$ cat src/rtl/sprite_shift_unit.sv
// Per-scanline sprite output stage: slot X counters, pattern shifters
// and lowest-index opaque-pixel priority select feeding the pixel mux.
module sprite_shift_unit #(
    parameter int NUM_SLOTS = 8,
    parameter int SLOT_W    = 3,
    parameter int X_W       = 8
) (
    input  logic              clk,
    input  logic              rst,
    input  logic              clear,
    input  logic              load_en,
    input  logic [SLOT_W-1:0] load_slot,
    input  logic [1:0]        load_sel,
    input  logic [7:0]        load_data,
    input  logic              sprite0_in,
    input  logic              next_pixel,
    output logic [3:0]        sprite_pixel,
    output logic              sprite_priority,
    output logic              sprite0_pixel
);

    logic [NUM_SLOTS-1:0] r_valid;
    logic [NUM_SLOTS-1:0] r_prio;
    logic [NUM_SLOTS-1:0] r_flip;
    logic [1:0]           r_pal  [NUM_SLOTS];
    logic [X_W-1:0]       r_xcnt [NUM_SLOTS];
    logic [7:0]           r_lo   [NUM_SLOTS];
    logic [7:0]           r_hi   [NUM_SLOTS];
    logic                 r_s0;

    logic [NUM_SLOTS-1:0] w_act;
    logic [NUM_SLOTS-1:0] w_sel;
    logic [3:0]           w_pix;
    logic                 w_prio;
    logic                 w_s0;

    function automatic logic [7:0] f_rev(input logic [7:0] d);
        for (int b = 0; b < 8; b++) f_rev[b] = d[7-b];
    endfunction

    for (genvar g = 0; g < NUM_SLOTS; g++) begin : g_slot
        assign w_act[g] = r_valid[g] && (r_xcnt[g] == '0);
        assign w_sel[g] = load_en && (load_slot == SLOT_W'(g));
    end

    // Scan high to low so the lowest opaque active slot is left standing.
    always_comb begin
        w_pix  = 4'd0;
        w_prio = 1'b0;
        w_s0   = 1'b0;
        for (int i = NUM_SLOTS - 1; i >= 0; i--) begin
            if (w_act[i] && (r_hi[i][7] || r_lo[i][7])) begin
                w_pix  = {r_pal[i], r_hi[i][7], r_lo[i][7]};
                w_prio = r_prio[i];
                w_s0   = (i == 0) ? r_s0 : 1'b0;
            end
        end
    end

    always_ff @(posedge clk) begin
        if (rst) begin
            r_valid <= '0;
            r_prio  <= '0;
            r_flip  <= '0;
            r_s0    <= 1'b0;
            for (int i = 0; i < NUM_SLOTS; i++) begin
                r_pal[i]  <= '0;
                r_xcnt[i] <= '0;
                r_lo[i]   <= '0;
                r_hi[i]   <= '0;
            end
        end else begin
            for (int i = 0; i < NUM_SLOTS; i++) begin
                if (next_pixel && r_valid[i]) begin
                    if (w_act[i]) begin
                        r_lo[i] <= {r_lo[i][6:0], 1'b0};
                        r_hi[i] <= {r_hi[i][6:0], 1'b0};
                    end else begin
                        r_xcnt[i] <= r_xcnt[i] - X_W'(1);
                    end
                end
                // A load overrides the advance of the same field only.
                if (w_sel[i]) begin
                    unique case (load_sel)
                        2'd0: begin
                            r_pal[i]   <= load_data[1:0];
                            r_prio[i]  <= load_data[5];
                            r_flip[i]  <= load_data[6];
                            r_valid[i] <= 1'b1;
                        end
                        2'd1: r_xcnt[i] <= X_W'(load_data);
                        2'd2: r_lo[i] <= r_flip[i] ? f_rev(load_data) : load_data;
                        2'd3: r_hi[i] <= r_flip[i] ? f_rev(load_data) : load_data;
                    endcase
                end
            end
            if (w_sel[0] && (load_sel == 2'd0)) r_s0 <= sprite0_in;
            if (clear) r_valid <= '0;
        end
    end

    always_ff @(posedge clk) begin
        if (rst) begin
            sprite_pixel    <= 4'd0;
            sprite_priority <= 1'b0;
            sprite0_pixel   <= 1'b0;
        end else if (next_pixel) begin
            sprite_pixel    <= w_pix;
            sprite_priority <= w_prio;
            sprite0_pixel   <= w_s0;
        end
    end

endmodule

$ cat config.mk
export PLATFORM = sky130hd
export DESIGN_NAME = sprite_shift_unit
export DESIGN_NICKNAME = d
export VERILOG_FILES = /design/src/rtl/sprite_shift_unit.sv
export SDC_FILE = /design/constraint.sdc
export NUM_CORES = 1
export LEC_CHECK = 0
export BUFFER_PORTS_ARGS = -buffer_cell sky130_fd_sc_hd__buf_2
export CAP_MARGIN = 20
export CORE_UTILIZATION = 45
export CTS_BUF_LIST = sky130_fd_sc_hd__clkbuf_16
export DETAILED_ROUTE_END_ITERATION = 12
export PLACE_DENSITY_LB_ADDON = 0.3
export SYNTH_ARGS = -nofsm -noshare
export SYNTH_HDL_FRONTEND = slang
export SYNTH_SLANG_ARGS = --single-unit
$ cat constraint.sdc
create_clock -name clk -period 2.49 [get_ports clk]
set_input_delay 0.498 -clock clk [delete_from_list [all_inputs] [get_ports clk]]
set_output_delay 0.498 -clock clk [all_outputs]
set_load 0.01 [all_outputs]
==> qor.yml <==
worst_setup_path:
  cp-start-kind: "flip-flop"
  worstPathRequired_ps: 2920
  end_kind: "flip-flop"
  crit_type: "reg -> reg"
  cp_slowest_stage_delay_ps: 440
  cp_cell_sequence: "inv_1 -> ha_1 -> nor4bb_1 -> nand2_1 -> buf_4 -> o32a_1 -> o211a_1 -> o31a_1"
  cp_data_arrival_time_ps: 2770
  crit_family: "compound AO/OA/AOI/OAI gates"
  slowest_stage: "nor4bb_1"
  worst-path-buf-inv: 2
  critPathMaxFanout: 5
die:
  start_util_pct: 45.9
  core_area_um2: 27000
  fp.dieW_um: 168
  io_pins: 25
  die-height_um: 168
  rows: 60
  dieArea_um2: 28200
logic_synthesis:
  synth_area_leader_cell: "edfxtp_1"
  ys_ff_latch: 239
  synth_warnings: 0
  synth_edf_count: 208
  synth_area_leaders: "edfxtp_1 50%, nand2_1 5.9%, mux2i_1 5.4%"
  yosys_most_used_dff: "edfxtp_1"
  synth_most_common_cell: "edfxtp_1"
  synth_commonest_cells: "208 x edfxtp_1, 196 x nand2_1, 117 x o21ai_0"
  ys_types: 67
  synth_fp_nets: 1193
  synth_seq_area_share_pct: 55.5
  avgSynthCellArea_um2: 10.7
  async_flop_share_pct: 0
  synth_top_area_share_pct: 50.5
  syn_area_um2: 12400
  postSynthCellCount: 1161
cts:
  clk_latency_ps: 540
  cts_htree_levels: 1
  clk_transition_reported_paths_ps: 70
  ctsHoldBuffers: 0
  cts_sinks: 239
  cts_tree: "done"
  root_buffer: "clkbuf_16"
  numCtsBuffers: 27
  cts.path.max_buffers: 3
placed_design:
  dpl_cell_area_um2: 13200
  portBuffers: 24
  gp_congestion: 0.911
  dpl.hpwl_mm: 21.7
detailed_routing:
  final_antenna_net_count: 0
  firstDrtPassIters: 5
  drt_first_iter_violations: 829
  drc: 0
  routedWlPerCell_um: 19.8
  viasPerCell: 5.82
  num_vias: 9203
  wirelength_mm: 31.4
global_routing:
  grt_remaining_overflow: 0
  grt_pass1_vias: 8891
  grt_max_degree: 35
  grt_pass1_wl_mm: 49.7
  antenna_found_initial: 1
  track_usage_pct: 22.4
layout:
  drive_above_1_share_pct: 12.8
  fin_util_pct: 52.2
  synthToLayoutAreaGrowth_pct: 13.6
  nFillCells: 2386
  nets: 1250
  fin_area_um2: 14100
sta:
  period_share_pct: 94.1
  period_minus_slack_ps: 2340
  worst_pin_slew_ps: 864
  fmax_ghz: 0.427
  clock-skew-final_ps: 24.5
  hold_viol_final: 0
  finalMaxSlewViolations: 0
  rsz0062_at_grt: "false"
  finalSetupViolCount: 0
  slew_headroom_pct: 42.3
power:
  ir_drop_mv: 0.384
  power.density_nw_per_um2: 653
  p_leak_nw: 4.65
outcome:
  outcome: "completed"
hold_path:
  hold_path.class: "in -> reg"
job:
  maxCapViolCount: 0
-- state kept, by name, summed over array words and instances (netlist names), 4 cells and up --
signal	cells
r_flip	8
r_hi	64
r_lo	64
r_pal	16
r_prio	8
r_valid	8
r_xcnt	64
sprite_pixel	4
-- kinds of logic (layout without fill, tap and decap cells) --
logic type | after synthesis | after routing | synth area share [%]
mux | 67 | 67 | 5.42
flops | 239 | 239 | 55.5
xor+xnor | 48 | 48 | 3.40
other cells | 0 | 1 | 0
compound gates | 277 | 277 | 14.8
simple gates | 426 | 426 | 16.7
buf+inv | 91 | 168 | 2.88
fa+ha+maj | 13 | 13 | 1.31
-- timing repair --
action | in CTS | in global routing
endpoints found under the hold margin | 0 | 0
gates resized for setup | 0 | 1
setup buffers | 0 | 0
endpoints found under the setup margin | 0 | 7
-- power by group --
part           total (mW)  switching (mW)  internal, mW
clock                3.87            1.60          2.27
sequential           4.66           0.114          4.55
combinational       0.635           0.422         0.213
-- layout make-up --
type,count,area (µm²),area share (%)
multi-input combinational,831,5160,36.7
sequential,239,6870,48.9
timing repair buffer,90,641,4.56
tap,341,427,3.04
clock inverter,22,175,1.25
inverter,29,109,0.774
clock buffer,27,676,4.81
antenna,1,2.50,0.0178
-- cells in the final DEF (no fill, tap or decap), types with 5 or more instances in the layout --
cell type	n
nor2_1	97
a311o_1	10
nand2b_1	15
clkinv_2	5
nor3_2	5
a31oi_1	15
buf_2	24
and3_1	7
nand2_1	196
nor3b_1	5
mux2i_1	67
xor2_1	23
a211oi_1	35
clkbuf_16	27
o21ai_0	117
o211ai_1	8
xnor2_1	25
edfxtp_1	208
inv_1	38
a21oi_1	23
nor3_1	17
or3_1	12
ha_1	13
dfxtp_1	31
and2_1	5
nand3_1	23
buf_4	64
o2bb2ai_1	42
-- per-stage QoR --
step	total power [mW]	hold slack [ps]	instances	setup TNS, ps	setup slack [ps]
6_report	9.17	229	1580	0	146
5_1_grt	9.46	228	1579	0	17.0
2_1_floorplan	5.11	433	1161	0	208
3_3_place_gp	5.36	446	1530	0	3.58
3_5_place_dp	5.38	452	1530	-239	-46.7
4_1_cts	9.24	213	1579	0	46.8
-- worst paths after layout --
path	from	to	slack (ps)	cells past startpoint
setup / recovery	r_xcnt[0][24]	sprite_priority	150	8
hold / removal	sprite0_in	r_s0	230	3
setup reg to reg	r_xcnt[0][24]	sprite_priority	150	8
hold reg to reg	r_prio[6]	r_prio[6]	460	2
-- tightest hold or removal path, delay by kind of cell --
family,cells,cell delay [ps]
AO/OA/AOI/OAI,1,50
AND/OR/NAND/NOR,1,60
buffers and inverters,1,110
-- metal layers --
| metal | vias to the layer above | share of wire, % | track usage [%] |
|---|---|---|---|
| li1 | 4398 | - | - |
| met1 | 4464 | 46 | 31.9 |
| met2 | 286 | 46 | 35.9 |
| met3 | 55 | 5.4 | 2.73 |
| met4 | 0 | 2.4 | 6.58 |
| met5 | - | 0 | 0 |
No activity file was read; power rests on OpenSTA's default activity.
